File: src/rtl/ifu_fetch_if.sv
`default_nettype none
// ============================================================================
// Module      : ifu_fetch_if
// Description : Bundle of the fetch unit's handshake signals: redirect input,
//               instruction-memory request/response channel and the
//               valid/ready channel towards the decoder.
//               master : the fetch unit itself
//               slave  : the environment (memory, decoder, branch unit)
// Ports       : none (signal bundle only)
// Revision    : 1.0 - initial release
// ============================================================================
interface ifu_fetch_if #(
  parameter int XLEN       = 64,
  parameter int INST_WIDTH = 32
);

  // redirect from branch/jump resolution
  logic                  redirect_i;
  logic [XLEN-1:0]       redirect_pc_i;
  // instruction memory request
  logic                  imem_req_valid_o;
  logic [XLEN-1:0]       imem_req_addr_o;
  logic                  imem_req_ready_i;
  // instruction memory response
  logic                  imem_rsp_valid_i;
  logic [INST_WIDTH-1:0] imem_rsp_data_i;
  logic                  imem_rsp_err_i;
  // decoder channel
  logic                  inst_valid_o;
  logic [INST_WIDTH-1:0] inst_o;
  logic [XLEN-1:0]       inst_pc_o;
  logic                  inst_fault_o;
  logic                  inst_ready_i;

  modport master (
    input  redirect_i, redirect_pc_i,
    output imem_req_valid_o, imem_req_addr_o,
    input  imem_req_ready_i,
    input  imem_rsp_valid_i, imem_rsp_data_i, imem_rsp_err_i,
    output inst_valid_o, inst_o, inst_pc_o, inst_fault_o,
    input  inst_ready_i
  );

  modport slave (
    output redirect_i, redirect_pc_i,
    input  imem_req_valid_o, imem_req_addr_o,
    output imem_req_ready_i,
    output imem_rsp_valid_i, imem_rsp_data_i, imem_rsp_err_i,
    input  inst_valid_o, inst_o, inst_pc_o, inst_fault_o,
    output inst_ready_i
  );

endinterface
`default_nettype wire

File: src/rtl/ifu_fetch.sv
`default_nettype none
// ============================================================================
// Module      : ifu_fetch
// Description : Instruction fetch unit. Sequences the PC, issues one 32-bit
//               fetch at a time to instruction memory, buffers each response
//               together with its PC in a small FIFO and presents the FIFO
//               head to the decoder over valid/ready. A redirect flushes the
//               buffered entries and discards any in-flight response.
// Ports       : clk_i             rising-edge clock
//               rst_n_i           asynchronous active-low reset
//               bus (master)      redirect, imem request/response, decoder
//                                 channel (see ifu_fetch_if)
//               perf_fetch_cnt_o  FIFO push counter     (IFU_PERF_EN only)
//               perf_flush_cnt_o  redirect cycle counter (IFU_PERF_EN only)
// Config      : define IFU_PERF_EN to add the two performance counters.
// Revision    : 1.0 - initial release
// ============================================================================
module ifu_fetch #(
  parameter int              XLEN       = 64,
  parameter int              INST_WIDTH = 32,
  parameter logic [XLEN-1:0] RESET_PC   = 64'h0000_0000_8000_0000,
  parameter int              FIFO_DEPTH = 2
) (
  input  logic        clk_i,
  input  logic        rst_n_i,
  ifu_fetch_if.master bus
`ifdef IFU_PERF_EN
  ,
  output logic [31:0] perf_fetch_cnt_o,
  output logic [31:0] perf_flush_cnt_o
`endif
);

  localparam int                  c_ptr_w   = (FIFO_DEPTH > 1) ? $clog2(FIFO_DEPTH) : 1;
  localparam int                  c_cnt_w   = c_ptr_w + 1;
  localparam logic [c_cnt_w-1:0]  c_depth   = c_cnt_w'(FIFO_DEPTH);
  localparam logic [c_ptr_w-1:0]  c_ptr_one = c_ptr_w'(1);
  localparam logic [c_cnt_w-1:0]  c_cnt_one = c_cnt_w'(1);
  localparam logic [XLEN-1:0]     c_pc_step = XLEN'(4);

  typedef enum logic [1:0] {
    S_FETCH = 2'd0,
    S_WAIT  = 2'd1,
    S_DRAIN = 2'd2,
    S_HALT  = 2'd3
  } state_t;

  state_t                r_state;
  logic [XLEN-1:0]       r_fetch_pc;
  logic [XLEN-1:0]       r_req_pc;
  // Low during reset and the first cycle after it, so no request is
  // presented while the unit is still held in reset.
  logic                  r_live;

  logic [INST_WIDTH-1:0] r_fifo_inst  [FIFO_DEPTH];
  logic [XLEN-1:0]       r_fifo_pc    [FIFO_DEPTH];
  logic                  r_fifo_fault [FIFO_DEPTH];
  logic [c_ptr_w-1:0]    r_wr_ptr;
  logic [c_ptr_w-1:0]    r_rd_ptr;
  logic [c_cnt_w-1:0]    r_count;

  logic                  w_space;
  logic                  w_aligned;
  logic                  w_req_valid;
  logic                  w_req_fire;
  logic                  w_misalign;
  logic                  w_rsp_take;
  logic                  w_push;
  logic                  w_pop;
  logic [INST_WIDTH-1:0] w_push_inst;
  logic [XLEN-1:0]       w_push_pc;
  logic                  w_push_fault;

  // --------------------------------------------------------------------------
  // Issue gating and FIFO push/pop decode
  // --------------------------------------------------------------------------
  assign w_space     = (r_count < c_depth);
  assign w_aligned   = (r_fetch_pc[1:0] == 2'b00);
  assign w_req_valid = r_live && (r_state == S_FETCH) && w_aligned && w_space;
  assign w_req_fire  = w_req_valid && bus.imem_req_ready_i;
  // A misaligned PC produces a fault entry instead of a memory request.
  assign w_misalign  = r_live && (r_state == S_FETCH) && !w_aligned && w_space;
  assign w_rsp_take  = (r_state == S_WAIT) && bus.imem_rsp_valid_i;

  // Redirect wins over any push in the same cycle.
  assign w_push       = !bus.redirect_i && (w_misalign || w_rsp_take);
  assign w_push_fault = w_misalign || bus.imem_rsp_err_i;
  assign w_push_inst  = w_push_fault ? '0 : bus.imem_rsp_data_i;
  assign w_push_pc    = w_misalign ? r_fetch_pc : r_req_pc;
  assign w_pop        = (r_count != '0) && bus.inst_ready_i;

  // --------------------------------------------------------------------------
  // Fetch sequencer
  // --------------------------------------------------------------------------
  always_ff @(posedge clk_i or negedge rst_n_i) begin
    if (!rst_n_i) begin
      r_state    <= S_FETCH;
      r_fetch_pc <= RESET_PC;
      r_req_pc   <= '0;
      r_live     <= 1'b0;
    end else begin
      r_live <= 1'b1;
      if (bus.redirect_i) begin
        r_fetch_pc <= bus.redirect_pc_i;
        // Any request still in flight after this edge must have its
        // response swallowed in DRAIN.
        case (r_state)
          S_FETCH:         r_state <= w_req_fire ? S_DRAIN : S_FETCH;
          S_WAIT, S_DRAIN: r_state <= bus.imem_rsp_valid_i ? S_FETCH : S_DRAIN;
          default:         r_state <= S_FETCH;
        endcase
      end else begin
        case (r_state)
          S_FETCH: begin
            if (w_req_fire) begin
              r_req_pc   <= r_fetch_pc;
              r_fetch_pc <= r_fetch_pc + c_pc_step;
              r_state    <= S_WAIT;
            end else if (w_misalign) begin
              r_state <= S_HALT;
            end
          end
          S_WAIT: begin
            if (bus.imem_rsp_valid_i) begin
              r_state <= bus.imem_rsp_err_i ? S_HALT : S_FETCH;
            end
          end
          S_DRAIN: begin
            if (bus.imem_rsp_valid_i) begin
              r_state <= S_FETCH;
            end
          end
          default: begin
            r_state <= S_HALT;
          end
        endcase
      end
    end
  end

  // --------------------------------------------------------------------------
  // Response FIFO
  // --------------------------------------------------------------------------
  always_ff @(posedge clk_i or negedge rst_n_i) begin
    if (!rst_n_i) begin
      for (int i = 0; i < FIFO_DEPTH; i++) begin
        r_fifo_inst[i]  <= '0;
        r_fifo_pc[i]    <= '0;
        r_fifo_fault[i] <= 1'b0;
      end
    end else if (w_push) begin
      r_fifo_inst[r_wr_ptr]  <= w_push_inst;
      r_fifo_pc[r_wr_ptr]    <= w_push_pc;
      r_fifo_fault[r_wr_ptr] <= w_push_fault;
    end
  end

  always_ff @(posedge clk_i or negedge rst_n_i) begin
    if (!rst_n_i) begin
      r_wr_ptr <= '0;
      r_rd_ptr <= '0;
      r_count  <= '0;
    end else if (bus.redirect_i) begin
      // A head pop in this cycle is still delivered; only the remaining
      // contents are dropped.
      r_wr_ptr <= '0;
      r_rd_ptr <= '0;
      r_count  <= '0;
    end else begin
      if (w_push) begin
        r_wr_ptr <= r_wr_ptr + c_ptr_one;
      end
      if (w_pop) begin
        r_rd_ptr <= r_rd_ptr + c_ptr_one;
      end
      case ({w_push, w_pop})
        2'b10:   r_count <= r_count + c_cnt_one;
        2'b01:   r_count <= r_count - c_cnt_one;
        default: r_count <= r_count;
      endcase
    end
  end

  // --------------------------------------------------------------------------
  // Outputs (all derived from state registers only)
  // --------------------------------------------------------------------------
  assign bus.imem_req_valid_o = w_req_valid;
  assign bus.imem_req_addr_o  = r_fetch_pc;
  assign bus.inst_valid_o     = (r_count != '0);
  assign bus.inst_o           = r_fifo_inst[r_rd_ptr];
  assign bus.inst_pc_o        = r_fifo_pc[r_rd_ptr];
  assign bus.inst_fault_o     = r_fifo_fault[r_rd_ptr];

`ifdef IFU_PERF_EN
  // --------------------------------------------------------------------------
  // Performance counters (free-running, wrap at 2^32)
  // --------------------------------------------------------------------------
  logic [31:0] r_perf_fetch;
  logic [31:0] r_perf_flush;

  always_ff @(posedge clk_i or negedge rst_n_i) begin
    if (!rst_n_i) begin
      r_perf_fetch <= '0;
      r_perf_flush <= '0;
    end else begin
      if (w_push) begin
        r_perf_fetch <= r_perf_fetch + 32'd1;
      end
      if (bus.redirect_i) begin
        r_perf_flush <= r_perf_flush + 32'd1;
      end
    end
  end

  assign perf_fetch_cnt_o = r_perf_fetch;
  assign perf_flush_cnt_o = r_perf_flush;
`endif

endmodule
`default_nettype wire

File: src/flat_wrapper.sv
// flat-port wrapper written by rule: the top's interface ports become plain ports
module ifu_fetch_flat 
#(
  parameter int              XLEN       = 64,
  parameter int              INST_WIDTH = 32,
  parameter logic [XLEN-1:0] RESET_PC   = 64'h0000_0000_8000_0000,
  parameter int              FIFO_DEPTH = 2
)
  (clk_i, rst_n_i, bus_redirect_i, bus_redirect_pc_i, bus_imem_req_valid_o, bus_imem_req_addr_o, bus_imem_req_ready_i, bus_imem_rsp_valid_i, bus_imem_rsp_data_i, bus_imem_rsp_err_i, bus_inst_valid_o, bus_inst_o, bus_inst_pc_o, bus_inst_fault_o, bus_inst_ready_i);
  ifu_fetch_if #(.XLEN(XLEN), .INST_WIDTH(INST_WIDTH)) bus_i ();
  input  logic clk_i;
  input  logic rst_n_i;
  input wire logic [$bits(bus_i.redirect_i)-1:0] bus_redirect_i;
  input wire logic [$bits(bus_i.redirect_pc_i)-1:0] bus_redirect_pc_i;
  output wire logic [$bits(bus_i.imem_req_valid_o)-1:0] bus_imem_req_valid_o;
  output wire logic [$bits(bus_i.imem_req_addr_o)-1:0] bus_imem_req_addr_o;
  input wire logic [$bits(bus_i.imem_req_ready_i)-1:0] bus_imem_req_ready_i;
  input wire logic [$bits(bus_i.imem_rsp_valid_i)-1:0] bus_imem_rsp_valid_i;
  input wire logic [$bits(bus_i.imem_rsp_data_i)-1:0] bus_imem_rsp_data_i;
  input wire logic [$bits(bus_i.imem_rsp_err_i)-1:0] bus_imem_rsp_err_i;
  output wire logic [$bits(bus_i.inst_valid_o)-1:0] bus_inst_valid_o;
  output wire logic [$bits(bus_i.inst_o)-1:0] bus_inst_o;
  output wire logic [$bits(bus_i.inst_pc_o)-1:0] bus_inst_pc_o;
  output wire logic [$bits(bus_i.inst_fault_o)-1:0] bus_inst_fault_o;
  input wire logic [$bits(bus_i.inst_ready_i)-1:0] bus_inst_ready_i;
  assign bus_i.redirect_i = bus_redirect_i;
  assign bus_i.redirect_pc_i = bus_redirect_pc_i;
  assign bus_imem_req_valid_o = bus_i.imem_req_valid_o;
  assign bus_imem_req_addr_o = bus_i.imem_req_addr_o;
  assign bus_i.imem_req_ready_i = bus_imem_req_ready_i;
  assign bus_i.imem_rsp_valid_i = bus_imem_rsp_valid_i;
  assign bus_i.imem_rsp_data_i = bus_imem_rsp_data_i;
  assign bus_i.imem_rsp_err_i = bus_imem_rsp_err_i;
  assign bus_inst_valid_o = bus_i.inst_valid_o;
  assign bus_inst_o = bus_i.inst_o;
  assign bus_inst_pc_o = bus_i.inst_pc_o;
  assign bus_inst_fault_o = bus_i.inst_fault_o;
  assign bus_i.inst_ready_i = bus_inst_ready_i;
  ifu_fetch #(.XLEN(XLEN), .INST_WIDTH(INST_WIDTH), .RESET_PC(RESET_PC), .FIFO_DEPTH(FIFO_DEPTH)) u_core (.clk_i(clk_i), .rst_n_i(rst_n_i), .bus(bus_i));
endmodule
File: config.mk
export PLATFORM = sky130hd
export DESIGN_NAME = ifu_fetch_flat
export DESIGN_NICKNAME = d
export VERILOG_FILES = /design/src/rtl/ifu_fetch_if.sv /design/src/rtl/ifu_fetch.sv /design/src/flat_wrapper.sv
export SDC_FILE = /design/constraint.sdc
export NUM_CORES = 1
export LEC_CHECK = 0
export CAP_MARGIN = 20
export CORE_AREA = 10 10 256 197
export DETAILED_ROUTE_END_ITERATION = 6
export DIE_AREA = 0 0 266 207
export GPL_ROUTABILITY_DRIVEN = 0
export PLACE_DENSITY = 0.52
export REMOVE_ABC_BUFFERS = 1
export SYNTH_ARGS = -nofsm -noshare
export SYNTH_HDL_FRONTEND = slang
export SYNTH_SLANG_ARGS = --single-unit
File: constraint.sdc
create_clock -name clk_i -period 3.05 [get_ports clk_i]
set_input_delay 0.305 -clock clk_i [delete_from_list [all_inputs] [get_ports clk_i]]
set_output_delay 0.305 -clock clk_i [all_outputs]
set_load 0.01 [all_outputs]
==> flow_metrics.py, run 1 <==
metrics = {
    "status": {
        "status": "completed",
    },
    "die": {
        "core_area_um2": 45400,
        "die_y_um": 207,
        "core.rowCount": 68,
        "start_util_pct": 34.4,
        "pin_count": 266,
        "die-area_um2": 55100,
        "die_x_um": 266,
    },
    "grt": {
        "grt_pass1_wl_um": 76900,
        "groute.usage.overall_pct": 17.6,
        "antenna_found_initial": 8,
        "overflow": 0,
        "grt_max_degree": 93,
        "grt_pass1_vias": 12400,
    },
    "yosys": {
        "synth-edff-count": 0,
        "synth_top_area_cell": "dfrtp_1",
        "yosys_most_used_dff": "dfrtp_1",
        "avgSynthCellArea_um2": 9.83,
        "synth.most_common_cell": "dfrtp_1",
        "ys_ff_latch": 329,
        "synthCells": 1592,
        "synth.top_cell.area_share_pct": 52.5,
        "synth_warnings": 0,
        "ys_async_sr_fraction_pct": 100,
        "ys_top_cells_by_count": "dfrtp_1 (328), nand2_1 (236), o21ai_0 (174)",
        "yosys-top-cells-area": "dfrtp_1 (52%), mux2_2 (9.4%), nand2_1 (5.7%), o21ai_0 (5.6%), mux2i_1 (4.6%)",
        "yosysUniqueCellTypes": 52,
        "syn_area_um2": 15600,
        "ys_seq_area_share_pct": 52.6,
    },
    "pwr": {
        "clockPowerShare_pct": 25.6,
        "pwr-share-seq_pct": 38.2,
        "p_switching_uw": 5890,
        "leakage_uw": 0.00849,
        "combPwrFrac_pct": 36.2,
        "ir_worst_vdd_mv": 0.515,
        "p_sw_share_pct": 32.8,
        "cellPowerDensity_nw_per_um2": 873,
        "internal_power_uw": 12000,
    },
    "sta": {
        "rsz0062_at_grt": "false",
        "max-slew-margin-rel_pct": 41.0,
        "final.setup.tns_ps": 0,
        "min_period_ps": 2870,
        "fin_ws_ps": 178,
        "skew_ps": 26.3,
        "setup_viol": 0,
        "fmax_mhz": 348,
        "period_share_pct": 94.1,
        "final_max_slew_viol_count": 0,
        "worstMarginPinSlew_ps": 877,
        "finalHoldViolations": 0,
    },
    "min_path": {
        "hold_path.class": "input port to flop",
    },
    "setup_path": {
        "critPathMaxFanout": 27,
        "cp_data_arrival_time_ps": 2570,
        "cp.depth": 3,
        "ff2ff_setup_slack_ps": 210,
        "ff2ff_path_depth": 7,
        "critPathMaxStageDelay_ps": 790,
        "cp-start-kind": "flop",
        "reg2reg_from": "u_core.r_state[0]",
        "cp_top_family": "buffers and inverters",
        "cp_slowest_cell": "dfrtp_4",
        "worstPathRequired_ps": 2740,
        "crit_buf_inv": 2,
        "critPathKind": "flop to primary output",
        "end_kind": "primary output",
        "worstPathCellList": "buf_4 -> mux2_2 -> clkdlybuf4s50_1",
        "r2r-end": "u_core.bus.imem_req_addr_o[38]",
        "crit_path_end": "bus_inst_pc_o[43]",
        "crit_start": "u_core.r_rd_ptr",
    },
    "route": {
        "route.detailed.drc": 0,
        "wl_per_cell_um": 20.4,
        "ant_nets": 0,
        "drt_iter0_drc": 968,
        "wirelength_um": 50300,
        "firstDrtPassIters": 6,
        "vias": 12700,
        "vias_per_cell": 5.15,
    },
    "placed_design": {
        "portBuffers": 265,
        "preCtsSetupSlack_ps": 138,
        "dp.cells": 2395,
        "hpwl_um": 34800,
    },
    "final_layout": {
        "sequential_cell_area_um2": 8240,
        "drive_above_1_share_pct": 13.8,
        "areaGrowthSynthToFinish_pct": 31.2,
        "final_cells": 2463,
        "finalNetCount": 1948,
        "fin_util_pct": 45.2,
        "fillers": 4336,
        "multi_input_area_um2": 6890,
    },
    "clock_network": {
        "cts-root-buf": "clkbuf_16",
        "clock_path_buffers": 3,
        "clk_latency_ps": 540,
        "h-tree-depth": 2,
        "post-cts-setup-buffer-count": 0,
        "cts_buffers": 37,
        "cts_tree": "done",
        "cts.sinks": 329,
        "cts.reportedPaths.clkPinSlew_ps": 60,
    },
    "job": {
        "maxCapViolCount": 0,
    },
}
per-layer routing:
layer  routed length, µm  track usage (%)  vias up
li1                    -                -     6048
met1               23800             25.0     6237
met2               22100             26.5      327
met3                3340             4.49       66
met4                 880             3.74       10
met5                  68                0        -
metrics by stage:
stage | hold slack (ps) | total power [µW] | area (µm²)
after global routing | 245 | 19100 | 20500
after floorplan | 9.41 | 10400 | 15200
after detailed placement | 301 | 13500 | 19300
final | 237 | 17900 | 20500
after CTS | 225 | 18200 | 20500
after global placement | 305 | 13300 | 19300
sequential cells by signal (all words and copies together) (netlist names):
| register | flops |
|---|---|
| u_core.r_fifo_pc | 128 |
| u_core.bus.imem_req_addr_o | 64 |
| u_core.r_fifo_inst | 64 |
| u_core.r_req_pc | 64 |
| u_core.r_count | 2 |
| u_core.r_fifo_fault | 2 |
| u_core.r_state | 2 |
| u_core.r_live | 1 |
| u_core.r_rd_ptr | 1 |
| u_core.r_wr_ptr | 1 |
worst min path at each step:
stage | start | end | depth (start not counted)
2_1_floorplan | rst_n_i | u_core.bus.imem_req_addr_o[0] | 0
3_3_place_gp | rst_n_i | u_core.r_fifo_inst[27] | 1
3_5_place_dp | rst_n_i | u_core.r_fifo_inst[27] | 1
4_1_cts | bus_redirect_i | u_core.r_count[0] | 2
5_1_grt | bus_redirect_i | u_core.r_rd_ptr | 2
6_report | bus_redirect_i | u_core.r_count[0] | 2
worst register-to-register path, delay by kind of cell (launching register included):
kind                     cells  cell delay, ps
flip-flops                   1             420
adder cells (fa/ha/maj)      1             250
AO/OA/AOI/OAI                1             170
AND/OR/NAND/NOR              4            1800
buffers and inverters        1             100
power groups by stage:
stage | clock (µW) | combinational, µW | sequential (µW)
after floorplan | 0 | 3630 | 6800
after global placement | 0 | 6460 | 6840
after detailed placement | 0 | 6560 | 6920
after CTS | 4720 | 6600 | 6850
after global routing | 4900 | 7160 | 7040
final | 4590 | 6480 | 6850
timing repair:
| item | 4_1_cts | 5_1_grt |
|---|---|---|
| resized for setup | 0 | 2 |
| hold buffers | 1 | 0 |
| hold endpoints to repair | 56 | 0 |
| endpoints found under the setup margin | 0 | 3 |
cells in the final DEF, fill, tap and decap left out, types with 17 or more instances in the layout:
cell type	synthesis	final
a21oi_1	69	69
buf_12	0	17
buf_4	0	37
clkbuf_16	0	37
clkdlybuf4s50_1	0	263
dfrtp_1	328	327
inv_1	42	42
mux2_2	131	131
mux2i_1	72	72
nand2_1	236	236
nand3_1	97	96
nand4_1	38	38
nor2_1	102	99
nor3_1	18	17
nor4_1	19	19
o21ai_0	174	174
xnor2_1	23	23
xor2_1	17	17
logic make-up (layout without fill, tap and decap cells):
family / Yosys count / in the layout / synth area share (%)
AO/OA/AOI/OAI: 277 / 277 / 9.37
flip-flops: 329 / 329 / 52.6
buffers and inverters: 152 / 425 / 3.67
multiplexers: 203 / 203 / 14.0
AND/OR/NAND/NOR: 585 / 585 / 17.6
other: 1 / 4 / 0.0240
XOR/XNOR: 40 / 40 / 2.24
adder cells (fa/ha/maj): 5 / 5 / 0.400
final cells by class:
class                           instances  share of cell area [%]
Sequential cell                       329                    40.1
Multi-Input combinational cell       1111                    33.5
Timing Repair Buffer                  319                    16.0
Clock buffer                           56                    5.34
Tap cell                              595                    3.63
Inverter                               42                   0.768
Clock inverter                          8                   0.615
Antenna cell                            3                  0.0366
(Power assumes the default switching activity.)
==> inputs of run 2 (changes only) <==
--- a/config.mk
+++ b/config.mk
@@ -9,8 +9,9 @@
 export CORE_AREA = 10 10 256 197
 export DETAILED_ROUTE_END_ITERATION = 6
 export DIE_AREA = 0 0 266 207
+export DONT_BUFFER_PORTS = 1
 export GPL_ROUTABILITY_DRIVEN = 0
-export PLACE_DENSITY = 0.52
+export PLACE_DENSITY = 0.44
 export REMOVE_ABC_BUFFERS = 1
 export SYNTH_ARGS = -nofsm -noshare
 export SYNTH_HDL_FRONTEND = slang
==> run 2 against run 1 <==
The run now ends with hold timing left. Sequential share of layout area increased by 3.6 points. Clock power about the same. Non-clock buffer count decreased by 161. Sequential cell count unchanged. Clock skew increased by 4.7 ps. Fmax increased by 0.54%. Sequential power about the same. Power decreased by 9.4%. Utilization decreased by 3.7 points.
==> flow_metrics.py, run 2 (same netlist as run 1, synthesis figures left out) <==
metrics = {
    "placed_design": {
        "portBuffers": 0,
        "hpwl_um": 33400,
        "preCtsSetupSlack_ps": 214,
        "dp.cells": 2136,
    },
    "sta": {
        "finalHoldViolations": 329,
        "worstMarginPinSlew_ps": 742,
        "final_max_slew_viol_count": 0,
        "min_period_ps": 2860,
        "setup_viol": 0,
        "fmax_mhz": 350,
        "fin_ws_ps": 194,
        "period_share_pct": 93.6,
        "skew_ps": 31.0,
        "hold-worst-slack_ps": -536,
        "rsz0062_at_grt": "false",
        "max-slew-margin-rel_pct": 50.6,
    },
    "final_layout": {
        "fillers": 4488,
        "final_common_cell": "dfrtp_1",
        "drive_above_1_share_pct": 15.4,
        "finalNetCount": 1789,
        "layout_common_cells": "dfrtp_1 (327), nand2_1 (236), o21ai_0 (174), mux2_2 (131), nor2_1 (99)",
        "areaGrowthSynthToFinish_pct": 20.4,
        "top_register": "u_core.r_fifo_pc",
        "largest_reg_flops": 128,
        "fin_util_pct": 41.4,
        "final_cells": 2302,
    },
    "setup_path": {
        "crit_buf_inv": 1,
        "critPathMaxFanout": 9,
        "worstPathRequired_ps": 3510,
        "worstPathCellList": "inv_1 -> ha_1 -> or4bb_1 -> or2_2 -> or4_1 -> or3_1 -> a31oi_1",
        "ff2ff_path_depth": 7,
        "cp_slowest_cell": "or4_1",
        "cp_data_arrival_time_ps": 3320,
        "cp_top_family": "simple AND/OR/NAND/NOR gates",
        "cp-start-kind": "flop",
        "critPathMaxStageDelay_ps": 610,
        "end_kind": "flop",
        "critPathKind": "flop to flop",
        "cp.depth": 7,
    },
    "clock_network": {
        "clk_latency_ps": 560,
        "cts-root-buf": "clkbuf_16",
        "clock_path_buffers": 3,
        "postCtsHoldBufs": 99,
        "cts_buffers": 39,
        "cts.sinks": 329,
        "post_cts_resized": 0,
        "cts.reportedPaths.clkPinSlew_ps": 60,
        "cts_tree": "done",
        "h-tree-depth": 2,
        "post-cts-setup-buffer-count": 0,
    },
    "pwr": {
        "leakage_uw": 0.00787,
        "total_power_uw": 16200,
        "ir_worst_vdd_mv": 0.510,
        "cellPowerDensity_nw_per_um2": 862,
    },
    "grt": {
        "grt_pass1_vias": 12000,
        "antenna_found_initial": 5,
        "grt_pass1_wl_um": 76300,
        "groute.usage.overall_pct": 17.6,
        "overflow": 0,
        "grt_max_degree": 330,
    },
    "die": {
        "pin_count": 266,
        "core.rowCount": 68,
        "die_x_um": 266,
        "die-area_um2": 55100,
        "die_y_um": 207,
        "core_area_um2": 45400,
        "start_util_pct": 34.4,
    },
    "route": {
        "ant_nets": 0,
        "vias": 11800,
        "firstDrtPassIters": 7,
        "wirelength_um": 49300,
        "vias_per_cell": 5.15,
        "wl_per_cell_um": 21.4,
        "drt_iter0_drc": 859,
        "route.detailed.drc": 0,
    },
    "job": {
        "maxCapViolCount": 0,
    },
    "status": {
        "violations": "hold timing",
        "status": "complete, but fails checks",
    },
    "min_path": {
        "hold_path.class": "input port to asynchronous set/reset pin",
    },
}
-- run 2: path summary, 6_finish.rpt --
kind                            slack (ps)                             end            startpoint
worst max-delay path                   190  u_core.bus.imem_req_addr_o[38]     u_core.r_state[0]
worst min-delay path                  -540          u_core.r_fifo_inst[61]               rst_n_i
worst max register to register         190  u_core.bus.imem_req_addr_o[38]     u_core.r_state[0]
worst min register to register         470            u_core.r_fifo_pc[41]  u_core.r_fifo_pc[41]
max in group asynchronous             2950                 u_core.r_rd_ptr               rst_n_i
min in group clk_i                      40  u_core.bus.imem_req_addr_o[58]        bus_redirect_i
-- run 2: where the power goes --
group	switching, µW	total [µW]	internal (µW)
combinational	2730	4750	2030
sequential	939	6860	5930
clock	1870	4620	2750
-- run 2: area by class of cell --
cell class | instances | area (µm²) | area share, %
sequential | 329 | 8240 | 43.7
multi-input combinational | 1111 | 6880 | 36.5
timing repair buffer | 158 | 1560 | 8.31
clock buffer | 55 | 1140 | 6.05
tap | 595 | 744 | 3.95
inverter | 42 | 158 | 0.837
clock inverter | 9 | 103 | 0.545
antenna | 3 | 7.51 | 0.0399
-- run 2: worst reg2reg max path, delay by kind of cell (launching register included) --
family	cells	cell delay, ps
DFF	1	420
adders and majority gates	1	170
AOI/OAI and AO/OA	1	160
buffers and inverters	1	100
and+or+nand+nor	4	1930
-- run 2: layer usage --
metal  share of wire, %  GRT usage [%]
met5              0.049              0
met1                 48           24.5
met3                5.9           4.77
met4                1.3           3.80
met2                 44           26.8
-- run 2: stage by stage --
step                setup TNS, ps  area [µm²]
floorplan                -1302690       15200
global placement                0       16600
detailed placement              0       16600
CTS                             0       18800
global route                    0       18800
finish                          0       18800
==> RTL change, RTL diff (flow settings as in run 1) <==
Re-encode `state_t` (4 states) as one-hot, 4 bits wide.
--- a/src/rtl/ifu_fetch.sv
+++ b/src/rtl/ifu_fetch.sv
@@ -38,11 +38,11 @@
   localparam logic [c_cnt_w-1:0]  c_cnt_one = c_cnt_w'(1);
   localparam logic [XLEN-1:0]     c_pc_step = XLEN'(4);
 
-  typedef enum logic [1:0] {
-    S_FETCH = 2'd0,
-    S_WAIT  = 2'd1,
-    S_DRAIN = 2'd2,
-    S_HALT  = 2'd3
+  typedef enum logic [3:0] {
+    S_FETCH = 4'b0001,
+    S_WAIT  = 4'b0010,
+    S_DRAIN = 4'b0100,
+    S_HALT  = 4'b1000
   } state_t;
 
   state_t                r_state;
Formal check against the unedited RTL: same outputs for any inputs over 4 cycles, from zero or initial values and one cycle with rst_n_i low; so few cycles prove little.
==> RTL change against run 1 <==
Synthesized cell count down 3.1%; hold slack got worse by 5.6 ps; final area shrank 2.0%; worst setup slack improved by 230 ps; wire length shrank 5.4%; sequential power shrank 4.8%; sequential cell count rose by 2; highest routed layer unchanged; non-clock buffer count shrank 13; register-to-register slack better by 200 ps; synthesized area is 1.3% lower; critical endpoint is now u_core.bus.imem_req_addr_o[54]; power down 11%; count of clock-buffer cells in the layout unchanged; critical path depth grew 3.
==> RTL change: results (changes against run 1) <==
Setup path
  • Slowest CP cell: nor4b_4
  • R2r setup slk: 410 ps (+200 ps)
  • Top delay family on crit path: simple AND/OR/NAND/NOR gates
  • Reg2reg path depth: 6 (-1)
  • Critical Path End: u_core.bus.imem_req_addr_o[54]
  • Crit path DAT: 3090 ps (+520 ps)
  • CP max FO: 22 (-19%)

Placed design
  • Pre-CTS setup slack: 309.0 ps (+170.6 ps)
  • DP Area: 0.01891 mm^2 (-1.9%)
  • Cells after DPL: 2335 (-2.5%)
  • Post-DP HPWL: 32.16 mm (-7.7%)

Route
  • 1st-iter DRT viols: 725 (-25%)
  • Via/cell ratio: 5.078 (-1.4%)
  • Final wirelength: 47.53 mm (-5.4%)
  • Wire length per cell: 19.80 um (-2.9%)

Global route
  • Initial antenna violation count: 1 (-7)
  • Number of global-route vias before repair: 12400 (-0.34%)
  • GR Util All Layers: 17.06% (-0.55 points)
  • Largest net degree at the start of global routing: 105 (+13%)
  • First-pass GRT wire length: 75.12 mm (-2.3%)

Clock tree
  • Worst-case clock buffer depth: 3 (unchanged)

Final layout
  • Ant diodes: 0 (-3)
  • Sequential share of cell area: 41.20% (+1.1 points)
  • Layout cells sized above 1: 13.74% (-0.094 points)
  • Layout non-clock buf frac: 15.72% (-0.23 points)
  • Multi-input logic cell count: 1064 (-4.2%)
  • Non-clock buffers: 306 (-4.1%)
  • Inverters: 40 (-4.8%)
  • Seq cells: 331 (+0.61%)
  • Fillers: 4304 (-0.74%)
  • Multi-input logic area: 0.006576 mm^2 (-4.5%)
  • Layout Nets: 1884 (-3.3%)
  • Final Cell Area: 0.02012 mm^2 (-2.0%)
  • Final clock-cell share: 5.957% (about the same)

Timing
  • Final period utilization: 86.65% (-7.5 points)
  • Clock Skews: 39.78 ps (+13.47 ps)
  • Slew @ Worst Pin: 742.6 ps (-134.5 ps)
  • Hold WS: 231.9 ps (-5.551 ps)

Hold path
  • Hold depth: 3 (+1)
  • End of the worst hold path: u_core.bus.imem_req_addr_o[7]

Logic synthesis
  • Number of distinct library cells after synthesis: 54 (+3.8%)
  • Synth cell count leaders: 329 x dfrtp_1, 212 x nand2_1, 177 x o21ai_0
  • Sequential area share after synthesis: 53.63% (+1.0 points)
  • Synth area leaders: dfrtp_1 53%, mux2_2 9.6%, o21ai_0 5.7%, nand2_1 5.2%, mux2i_1 4.2%
  • Syn Inst Count: 1543 (-3.1%)

Power and ir drop
  • Worst VDD drop: 0.4345 mV (-16%)
  • Pleak: 8.267 nW (-2.6%)

Run status
  • Status: finished, final reports clean
==> RTL change: power by group <==
part	switching (W)	internal (W)	leakage, nW
combinational	0.00227	0.00262	3.51
sequential	0.000756	0.00576	4.17
clock	0.00184	0.00261	0.594
total	0.00486	0.0110	8.27
==> RTL change: cells by family after synthesis <==
logic type	Yosys count	share of synthesized area (%)
adder cells (fa/ha/maj)	1	0.08098
XOR/XNOR	34	1.928
AND/OR/NAND/NOR	537	16.33
AO/OA/AOI/OAI	294	10.12
other	1	0.02427
multiplexers	197	13.83
buffers and inverters	148	4.050
flip-flops	331	53.63
==> RTL change: what timing repair did <==
| item | 4_1_cts | 5_1_grt |
|---|---|---|
| hold buffers | 1 | 0 |
| endpoints found under the hold margin | 57 | 0 |
| endpoints found under the setup margin | 0 | 0 |
==> RTL change: per-layer routing <==
layer	vias to the layer above	global-route usage, %	wire length, um
met5	-	0	13
met1	6046	23.40	22370
met2	246	27.01	21970
met4	2	3.842	736
met3	49	3.741	2436
li1	5845	-	-
